## config.mk

```make
export PLATFORM = sky130hd
export DESIGN_NAME = mmt_sync_tx
export DESIGN_NICKNAME = d
export VERILOG_FILES = /design/src/rtl/mmt_sync_tx.sv
export SDC_FILE = /design/constraint.sdc
export NUM_CORES = 1
export LEC_CHECK = 0
export BUFFER_PORTS_ARGS = -buffer_cell sky130_fd_sc_hd__buf_2
export CAP_MARGIN = 20
export CORE_MARGIN = 10
export CORE_UTILIZATION = 35
export DETAILED_ROUTE_END_ITERATION = 10
export MAX_ROUTING_LAYER = met4
export PLACE_DENSITY = 0.55
export SLEW_MARGIN = 20
export SYNTH_ARGS = -nofsm -noshare
export SYNTH_HDL_FRONTEND = slang
export SYNTH_SLANG_ARGS = --single-unit
export TNS_END_PERCENT = 20
```

## constraint.sdc

```tcl
create_clock -name clk -period 3.7 [get_ports clk]
set_input_delay 0.74 -clock clk [delete_from_list [all_inputs] [get_ports clk]]
set_output_delay 0.74 -clock clk [all_outputs]
set_load 0.03 [all_outputs]
```

## src/rtl/mmt_sync_tx.sv

```systemverilog
// Toggle-handshake transmitter: captures a payload, holds it for TransportCycle
// cycles, toggles req_out and waits for the synchronised ack. Optional timeout: MMT_SYNC_TX_TIMEOUT_EN.
module mmt_sync_tx #(
    parameter int Width          = 8,
    parameter int Depth          = 3,
    parameter int TransportCycle = 2,
    parameter int TimeoutCycles  = 1024
) (
    input  logic             clk,
    input  logic             rst,
    input  logic             src_valid,
    input  logic [Width-1:0] src_data,
    output logic             src_ready,
    output logic             req_out,
    output logic [Width-1:0] data_out,
    input  logic             ack_async,
    output logic             done,
    output logic             err
);

    if (Depth < 2 || Depth > 4 || TransportCycle < 0 || TransportCycle > 15 || TimeoutCycles < 1)
    begin : g_bad_param
        $error("mmt_sync_tx: parameter out of legal range");
    end

`ifdef MMT_SYNC_TX_TIMEOUT_EN
    typedef enum logic [1:0] {IDLE, SETUP, WAIT_ACK, ERROR} state_t;
    localparam int TW = (TimeoutCycles > 1) ? $clog2(TimeoutCycles) : 1;
    localparam logic [TW-1:0] TMAX = TW'(TimeoutCycles - 1);
`else
    typedef enum logic [1:0] {IDLE, SETUP, WAIT_ACK} state_t;
`endif

    localparam logic [3:0] HOLD_INIT = 4'(TransportCycle);

    state_t           state_q, state_d;
    logic [3:0]       hold_q, hold_d;
    logic             req_d;
    logic [Width-1:0] data_d;
    logic             done_q, done_d;
    logic [Depth-1:0] sync_q;
    logic             ack_sync;

`ifdef MMT_SYNC_TX_TIMEOUT_EN
    logic [TW-1:0]    tcnt_q, tcnt_d;
    logic             err_q, err_d;
`endif

    // ack_async feeds the first flop directly; the last flop is the usable level.
    always_ff @(posedge clk) begin
        if (rst) begin
            sync_q <= '0;
        end else begin
            sync_q <= {sync_q[Depth-2:0], ack_async};
        end
    end

    assign ack_sync  = sync_q[Depth-1];
    assign src_ready = (state_q == IDLE);
    assign done      = done_q;

    always_comb begin
        state_d = state_q;
        hold_d  = hold_q;
        req_d   = req_out;
        data_d  = data_out;
        done_d  = 1'b0;
`ifdef MMT_SYNC_TX_TIMEOUT_EN
        tcnt_d  = tcnt_q;
        err_d   = err_q;
`endif
        case (state_q)
            IDLE: begin
                if (src_valid) begin
                    data_d = src_data;
                    hold_d = HOLD_INIT;
`ifdef MMT_SYNC_TX_TIMEOUT_EN
                    tcnt_d = '0;
`endif
                    if (TransportCycle == 0) begin
                        req_d   = ~req_out;
                        state_d = WAIT_ACK;
                    end else begin
                        state_d = SETUP;
                    end
                end
            end
            SETUP: begin
                // Toggle on the edge where the counter would reach zero.
                if (hold_q <= 4'd1) begin
                    req_d   = ~req_out;
                    hold_d  = '0;
                    state_d = WAIT_ACK;
`ifdef MMT_SYNC_TX_TIMEOUT_EN
                    tcnt_d  = '0;
`endif
                end else begin
                    hold_d = hold_q - 4'd1;
                end
            end
            WAIT_ACK: begin
                if (ack_sync == req_out) begin
                    state_d = IDLE;
                    done_d  = 1'b1;
                end
`ifdef MMT_SYNC_TX_TIMEOUT_EN
                else if (tcnt_q == TMAX) begin
                    state_d = ERROR;
                    err_d   = 1'b1;
                end else begin
                    tcnt_d = tcnt_q + 1'b1;
                end
`endif
            end
`ifdef MMT_SYNC_TX_TIMEOUT_EN
            ERROR: begin
                err_d = 1'b1;
            end
`endif
            default: begin
                state_d = IDLE;
            end
        endcase
    end

    always_ff @(posedge clk) begin
        if (rst) begin
            state_q  <= IDLE;
            hold_q   <= '0;
            req_out  <= 1'b0;
            data_out <= '0;
            done_q   <= 1'b0;
        end else begin
            state_q  <= state_d;
            hold_q   <= hold_d;
            req_out  <= req_d;
            data_out <= data_d;
            done_q   <= done_d;
        end
    end

`ifdef MMT_SYNC_TX_TIMEOUT_EN
    always_ff @(posedge clk) begin
        if (rst) begin
            tcnt_q <= '0;
            err_q  <= 1'b0;
        end else begin
            tcnt_q <= tcnt_d;
            err_q  <= err_d;
        end
    end

    assign err = err_q;
`else
    assign err = 1'b0;
`endif

endmodule

```

Yosys cells after proc, flatten, opt, wreduce, memory -nomap -nowiden
Cells that the tools add are included.
{ "totals": {"reg_bits": 19, "inputBits": 12, "output_inout_bits": 12, "elab_cells": 31} }
{ "classes": {"n_addsub": 1, "magnitude_cmp": 1, "eq_ne": 6, "muxes": 8, "bitwise": 2, "n_reduce_logical": 7} }
{ "ops": {"columns": ["cell", "n"], "rows": [
  ["two-way mux 4 bit", 2],
  ["one-hot mux 4 bit (2 select lines)", 1],
  ["two-way mux 2 bit", 3],
  ["inequality test 2 bit, second input constant", 3],
  ["one-hot mux 2 bit (3 select lines)", 1],
  ["AND reduction 2 bit", 3],
  ["<= comparator 4 x 1 -> 1 bit, second input constant", 1],
  ["subtractor 4 x 1 -> 4 bit, second input constant", 1],
  ["AND reduction 3 bit", 1],
  ["equality test 2 x 1 -> 1 bit, second input constant", 1],
  ["equality test 2 bit, second input constant", 1],
  ["zero test 2 bit", 1],
  ["inverter 1 bit", 2],
  ["nonzero test 2 bit", 1],
  ["OR reduction 2 bit", 1],
  ["equality test 1 bit", 1],
  ["two-way mux 1 bit", 1]
]} }

Logic depth before layout (Yosys ltp)
Gate-level depths: netlist of run 1.
{ "logic_depth": {"depth_word": 3, "depth_mapped": 5, "mapped_depth_nobuf": 5} }

Worst setup path after synthesis of run 1
No wires, ideal clock.
{ "synth_timing": {"kind": "input port to flip-flop", "start": "input src_valid", "end": "register hold_q[2]", "setup_time_ps": 103, "arrival_ps": 1435, "t_required_ps": 3597, "setup_slack_ps": 2162, "path_stages": 3, "n_path_buf": 0, "path_cell_list": "o21bai_4 > or3_1 > a2111oi_2"} }
{ "synth_between": {"elab_chain_len": 2} }
{ "synth_lines": {"columns": ["item", "line_no", "text"], "rows": [
  ["from (decl)", "11", "input logic src_valid,"],
  ["inequality test 2 bit (no source line)", null, null],
  ["AND reduction 2 bit (no source line)", null, null],
  ["to (signal assigned)", "135", "hold_q <= hold_d;"],
  ["to (decl)", "37", "logic [3:0] hold_q, hold_d;"]
]} }
Every way passes these cells.
A chain may end at the register's enable or synchronous reset.

Worst setup path in the final report of run 1
{ "layout_timing": {"start": "register state_q[0]", "end": "output src_ready"} }
{ "layout_between": {"elab_chain_len": 1} }
{ "layout_lines": {"columns": ["item", "line_no", "text"], "rows": [
  ["from (decl)", "36", "state_t state_q, state_d;"],
  ["from (signal assigned)", "134", "state_q <= state_d;"],
  ["zero test 2 bit", "59", "assign src_ready = (state_q == IDLE);"],
  ["to (decl)", "13", "output logic src_ready,"]
]} }
Every way passes these cells.

==> flow_summary.toml, run 1 <==
[routing]
routedWlPerCell_um = 13.1
drt_iter0_markers = 16
wl_mm = 1.71
top_layer_used = "met3"
dr.pass1.iters = 4
drc = 0
vias = 627
vias_per_cell = 4.79
met3_length_um = 78
postRouteAntennaNets = 0
drt-met1-wl_um = 865
wl_met2_um = 767

[floorplan]
die_h_um = 68.0
io_pins = 24
die_w_um = 68.0
die_area_um2 = 4620
rows = 17
core-area_um2 = 2210
start_util_pct = 36.4

[cells_and_area]
nNetsFinal = 118
fin_cells = 131
diodes = 0
syn_to_final_growth_pct = 19.4
final_util_pct = 43.5
drive_gt1_share_pct = 31.1
design_area_um2 = 962

[yosys]
synthAdderAreaFrac_pct = 3.11
yosys-top-cells-area = "dfxtp_1, mux2i_1, nor2_1, ha_1, a21oi_1"
synth_top_area_share_pct = 47.2
synth_compound_area_share_pct = 15.7
netlist_area_um2 = 806
synth-simple-area-share_pct = 18.6
synth.distinct_cells = 33
yosysTopAreaCell = "dfxtp_1"
synth_top_family_by_area = "simple AND/OR/NAND/NOR gates"
synthMuxAreaShare_pct = 9.94
async_flop_share_pct = 0
syn_inst = 81
syn_nets = 95
synth_area_per_cell_um2 = 9.95
synth_edf_count = 0
ys_ff_latch = 19
synthMostInstantiatedCell = "dfxtp_1"
synth_xor_xnor_area_share_pct = 1.09
yosys_most_used_dff = "dfxtp_1"
seq_area_frac_synth_pct = 47.2
synthTopCellsByCount = "dfxtp_1, nor2_1, mux2i_1"
synth_warnings = 0

[grt]
grtUsageTotal_pct = 8.44
grt_start_max_net_pins = 20
antenna_found_initial = 0
grt_pass1_vias = 641
grt_pass1_wl_mm = 2.91
overflow = 0

[placement]
place_hpwl_mm = 1.25
port_buffers = 22
placedCellCount = 127
gp_congestion = 0.726
place_area_um2 = 936

[setup_path]
crit_slowest_cell = "dfxtp_1"
crit_type = "flop to output pin"
ff2ff_path_depth = 5
cp_cell_sequence = "nor2_1 > buf_2"
rrSetupSlack_ns = 2.02
cp_max_fo = 6
crit_arrival_ns = 1.02
worstSetupEndpointType = "output pin"
reg2reg_from = "hold_q[0]"
cpPeakStageDelay_ns = 0.49
r2r-end = "hold_q[2]"
required_ns = 2.96
start_kind = "flop"

[sta]
slew_headroom_pct = 37.5
clock_skew_ns = 0.0126
whs_ns = 0.448
finalHoldViolCount = 0
max_clock_freq_mhz = 567
finalSetupTns_ns = 0
post-route-min-period_ns = 1.76
rsz0062_at_grt = "false"
finalSetupViolCount = 0
max_slew.worst_pin.slew_ns = 0.933
final-max-slew-violation-count = 0
finalCritPeriodShare_pct = 47.7

[worst_hold_path]
whs_endpoint = "sync_q[1]"
holdCritStartpoint = "sync_q[0]"
hold_depth = 1
min_path_type = "flop to flop"

[clock_network]
cts.repair.resized = 0
worst_skew_pair.late_latency_ns = 0.30
cts_tree = "yes"
cts.sinks = 19
htreeDepth = 1
postCtsHoldBufs = 0
post_cts_buffers = 0
cts.path.max_buffers = 2
clockRootBuffer = "clkbuf_4"
numCtsBuffers = 3
path_clk_slew_ns = 0.10

[pwr]
p_per_area_nw_per_um2 = 486
ir_worst_vdd_v = 0.000259
p_leak_nw = 0.435

[run]
cap_violations = 0

[outcome]
status = "finished clean"
-- logic make-up (layout without fill, tap and decap cells) --
kind of cell,count (synthesis),after routing
and+or+nand+nor,28,28
DFF,19,19
AOI/OAI and AO/OA,15,15
muxes,8,8
buffers and inverters,7,29
adders and majority gates,2,2
other,1,1
xor gates and xnor gates,1,1
-- cells in the final DEF (no fill, tap or decap), drive strengths merged, types with 2 or more instances in the layout --
cell    count
clkbuf      4
inv         3
nor3b       2
nor2b       3
buf        22
ha          2
o311ai      2
and2b       2
a21oi       4
dfxtp      19
mux2i       8
nand2       2
nor2       12
-- registers in the layout (all words and copies together) (netlist names) --
register / count
state_q: 2
data_out: 8
hold_q: 4
done: 1
req_out: 1
sync_q: 3
-- through the flow --
| step | power [mW] | setup WS (ns) |
|---|---|---|
| floorplan | 0.335 | 2.16 |
| global placement | 0.365 | 1.63 |
| detailed placement | 0.367 | 1.62 |
| CTS | 0.476 | 1.91 |
| global route | 0.500 | 1.85 |
| finish | 0.467 | 1.94 |
-- how the worst max path moves through the flow --
stage,slack (ns),to,startpoint
after detailed placement,1.62,data_out[7],src_valid
after global routing,1.85,data_out[2],src_valid
final,1.94,src_ready,state_q[0]
after CTS,1.91,src_ready,state_q[0]
after global placement,1.63,data_out[5],src_valid
after floorplan,2.16,hold_q[2],src_valid
-- worst max-delay path: cells and delay by family, from the launching register on --
kind,cells,cell delay (ns)
flip-flops,1,0.49
buffers and inverters,1,0.18
AND/OR/NAND/NOR,1,0.07
-- metal layers --
layer	track usage [%]	vias up
met3	4.24	0
met1	10.3	285
met5	-	-
li1	-	326
met4	2.26	0
met2	12.0	16
-- area by class of cell --
cell class | instances | area, um^2
Clock buffer | 4 | 26.3
Fill cell | 238 | 1250
Inverter | 3 | 11.3
Multi-Input combinational cell | 55 | 399
Sequential cell | 19 | 380
Tap cell | 28 | 35.0
Timing Repair Buffer | 22 | 110
-- power breakdown --
group	total [mW]	switching [mW]	internal, mW
clock network	0.106	0.0641	0.0420
logic	0.122	0.0722	0.0501
registers	0.239	0.0162	0.223
total	0.467	0.153	0.315
No activity file was read; power rests on OpenSTA's default activity.
==> run 2: changes to the inputs <==
PLACE_DENSITY = 0.57   (was 0.55)
clock period = 1.6 ns   (was 3.7 ns; I/O delays follow)
==> run 2 against run 1 <==
Net effect:
- clock skew shrank 0.0070 ns
- wire length fell by 2.2%
- sequential share of layout area is 1.2 points lower
- first-iteration DRC count down 69%
- die area unchanged
- via count rose by 6.2%
- worst hold slack worse by 0.21 ns
- final cell count is 3.1% higher
- total power increased by 130%
- worst setup slack got worse by 1.9 ns
- critical endpoint is now hold_q[2]
==> flow_summary.toml, run 2 (synthesis gave the netlist of run 1 again) <==
[routing]
vias = 666
routedWlPerCell_um = 12.4
wl_mm = 1.67
dr.pass1.iters = 4
drc = 0
vias_per_cell = 4.93
postRouteAntennaNets = 0
drt_iter0_markers = 5

[sta]
final-max-slew-violation-count = 0
clock_skew_ns = 0.00557
finalHoldViolCount = 0
post-route-min-period_ns = 1.54
finalSetupTns_ns = 0
whs_ns = 0.236
max_clock_freq_mhz = 651
finalCritPeriodShare_pct = 96.0
finalSetupViolCount = 0
rsz0062_at_grt = "false"

[cells_and_area]
nNetsFinal = 122
layout_common_cells = "buf_2, dfxtp_1, nor2_1, mux2i_1"
syn_to_final_growth_pct = 23.1
largest_reg_flops = 8
drive_gt1_share_pct = 33.6
reg_top3 = "data_out (8), hold_q (4), sync_q (3)"
top_register = "data_out"
diodes = 0
final_common_cell = "buf_2"
fill_cells = 234

[clock_network]
clockRootBuffer = "clkbuf_4"
worst_skew_pair.late_latency_ns = 0.29
postCtsHoldBufs = 0
htreeDepth = 1
cts.sinks = 19
cts_tree = "yes"
cts.path.max_buffers = 2
cts.repair.resized = 0
numCtsBuffers = 3
post_cts_buffers = 0
path_clk_slew_ns = 0.11

[setup_path]
crit_arrival_ns = 1.74
path_buf_inv = 1
cp_max_fo = 5
start_kind = "flop"
critPathTopFamily = "simple AND/OR/NAND/NOR gates"
worstSetupEndpointType = "flop"
crit_type = "flop to flop"
cpPeakStageDelay_ns = 0.37
crit_slowest_cell = "dfxtp_1"
required_ns = 1.80
cp_cell_sequence = "inv_1 > ha_1 > or2_2 > and3_1 > a2111oi_2"

[floorplan]
die_h_um = 68.0
rows = 17
io_pins = 24
die_w_um = 68.0
start_util_pct = 36.4
core-area_um2 = 2210
die_area_um2 = 4620

[outcome]
status = "finished clean"

[placement]
place_hpwl_mm = 1.28
port_buffers = 22
gp_congestion = 0.881

[pwr]
p_per_area_nw_per_um2 = 1100
ir_worst_vdd_v = 0.000506
p_leak_nw = 0.455

[grt]
grt_start_max_net_pins = 20
grtUsageTotal_pct = 7.86
grt_pass1_vias = 656
antenna_found_initial = 0
overflow = 0
grt_pass1_wl_mm = 2.73

[run]
cap_violations = 0

[worst_hold_path]
min_path_type = "input pin to flop"
## run 2: power by group
group | internal, mW | switching [mW] | leakage, nW
Clock | 0.0969 | 0.141 | 0.0150
Sequential | 0.515 | 0.0344 | 0.156
Combinational | 0.131 | 0.173 | 0.284
Total | 0.743 | 0.349 | 0.455
## run 2: final cells by class
cell class | count | area [um^2] | area share, %
multi-input combinational | 55 | 399 | 40.2
sequential | 19 | 380 | 38.3
timing repair buffer | 26 | 140 | 14.1
tap | 28 | 35.0 | 3.53
clock buffer | 4 | 26.3 | 2.65
inverter | 3 | 11.3 | 1.13
## run 2: layer usage
metal	wire length [um]	track usage (%)
met5	0	-
met4	27	3.77
met3	55	2.45
met2	831	11.9
met1	759	9.26
## run 2: final timing paths
kind         slack [ns]         to       from  cells past startpoint
max reg2reg        0.06  hold_q[2]  hold_q[1]                      5
min reg2reg        0.45  sync_q[2]  sync_q[1]                      1
max                0.06  hold_q[2]  hold_q[1]                      5
min                0.24  sync_q[0]  ack_async                      2
## run 2: per-stage QoR
step                      setup WS (ns)  power (mW)  cells  instance area, um^2  utilization [%]
after floorplan                  0.0872       0.774     81                  806                -
after global placement            0.117       0.861    131                  966             43.7
after detailed placement         0.0859       0.864    131                  966             43.7
after CTS                        0.0595        1.11    135                  992             44.9
after global routing             0.0137        1.16    135                  992             44.9
final                            0.0635        1.09    135                  992             44.9
==> run 3: changes to the inputs <==
CORE_MARGIN = 1.5   (was 10)
HOLD_SLACK_MARGIN = 0.06   (was default)
SETUP_SLACK_MARGIN = 0.2   (was default)
==> run 3 against run 2 <==
Net effect:
- clock skew is 0.013 ns higher
- non-clock buffer count increased by 1
- worst setup slack improved by 0.14 ns
- sequential power rose by 1%
==> flow_summary.toml, run 3 (synthesis gave the netlist of run 1 again) <==
[outcome]
status = "finished clean"

[sta]
final-max-slew-violation-count = 0
max_clock_freq_mhz = 715
post-route-min-period_ns = 1.40
finalHoldViolCount = 0
finalSetupTns_ns = 0
clock_skew_ns = 0.0184
finalCritPeriodShare_pct = 87.4
rsz0062_at_grt = "true"
whs_ns = 0.210
setup_ws_ns = 0.202
finalSetupViolCount = 0

[pwr]
p_switching_mw = 0.374
p_leak_nw = 0.465
power.total_mw = 1.14
power.internal_mw = 0.770
p_per_area_nw_per_um2 = 1090
combPwrFrac_pct = 30.2
pwr-share-seq_pct = 48.5
swShare_pct = 32.7
ir_worst_vdd_v = 0.000568
clkPwrFrac_pct = 21.3

[grt]
antenna_found_initial = 0
grtUsageTotal_pct = 14.5
grt_pass1_vias = 595
overflow = 0
grt_start_max_net_pins = 20
grt_pass1_wl_mm = 2.65

[cells_and_area]
layout_common_cells = "buf_2, dfxtp_1, nor2_1, mux2i_1, buf_4"
final_util_pct = 48.0
regArea_um2 = 387
drive_gt1_share_pct = 43.5
syn_to_final_growth_pct = 30.6
design_area_um2 = 1050
final_common_cell = "buf_2"
largest_reg_flops = 8
fin_cells = 136
top_register = "data_out"
nNetsFinal = 123
multiInputGateArea_um2 = 439
diodes = 0
fill_cells = 223
reg_top3 = "data_out (8), hold_q (4), sync_q (3)"

[floorplan]
io_pins = 24
die_h_um = 51.0
rows = 17
die_w_um = 51.0
start_util_pct = 36.8
die_area_um2 = 2600
core-area_um2 = 2190

[clock_network]
path_clk_slew_ns = 0.12
cts.sinks = 19
numCtsBuffers = 3
postCtsHoldBufs = 0
htreeDepth = 1
clockRootBuffer = "clkbuf_4"
cts_tree = "yes"
cts.path.max_buffers = 2
worst_skew_pair.late_latency_ns = 0.31

[routing]
postRouteAntennaNets = 0
drc = 0
routedWlPerCell_um = 11.2
vias_per_cell = 4.77
vias = 649
dr.pass1.iters = 1
drt_iter0_markers = 0
wl_mm = 1.52

[setup_path]
crit_slowest_cell = "dfxtp_4"
cp_max_fo = 5
cp_cell_sequence = "inv_4 > ha_4 > or2_4 > and3_4 > a2111oi_4"
worstSetupEndpointType = "flop"
start_kind = "flop"
rrSetupSlack_ns = 0.20
crit_type = "flop to flop"
cpPeakStageDelay_ns = 0.40
crit_arrival_ns = 1.62
required_ns = 1.82

[placement]
dp_worst_setup_slack_ns = 0.0840
place_area_um2 = 955
gp_congestion = 0.884
placedCellCount = 129
place_hpwl_mm = 1.10
port_buffers = 22

[worst_hold_path]
min_path_type = "input pin to flop"

[run]
cap_violations = 0
## run 3: final cells by class
| class | instances | area share (%) |
|---|---|---|
| clock buffer | 3 | 2.14 |
| sequential | 19 | 36.7 |
| tap | 28 | 3.33 |
| clock inverter | 1 | 0.476 |
| timing repair buffer | 27 | 14.0 |
| multi-input combinational | 55 | 41.7 |
| inverter | 3 | 1.55 |
## run 3: worst paths after layout
| kind | startpoint | to | depth (start not counted) |
|---|---|---|---|
| max | hold_q[0] | hold_q[2] | 5 |
| min | ack_async | sync_q[0] | 2 |
| max reg2reg | hold_q[0] | hold_q[2] | 5 |
| min reg2reg | sync_q[1] | sync_q[2] | 1 |
## run 3: timing repair
item,4_1_cts,5_1_grt
endpoints found under the setup margin,2,3
resized for setup,8,5
pin swaps,3,3
buffers inserted,3,0
## run 3: layer usage
metal | up-vias | GRT usage (%) | routed length, um
li1 | 335 | - | -
met1 | 296 | 16.5 | 668
met2 | 13 | 22.7 | 762
met3 | 5 | 3.51 | 54
met4 | 0 | 9.46 | 39
met5 | - | - | 0
## run 3: power groups by stage
stage	Combinational (mW)	Clock [mW]	Sequential, mW
after floorplan	0.182	0	0.597
after global placement	0.293	0	0.560
after detailed placement	0.296	0	0.563
after CTS	0.336	0.255	0.552
after global routing	0.377	0.282	0.563
final	0.345	0.244	0.555
## run 3: worst max-delay path, delay by kind of cell (launching register included)
kind            cells  cell delay (ns)
fa+ha+maj           1             0.15
simple gates        2             0.46
buf+inv             1             0.04
flops               1             0.40
compound gates      1             0.26
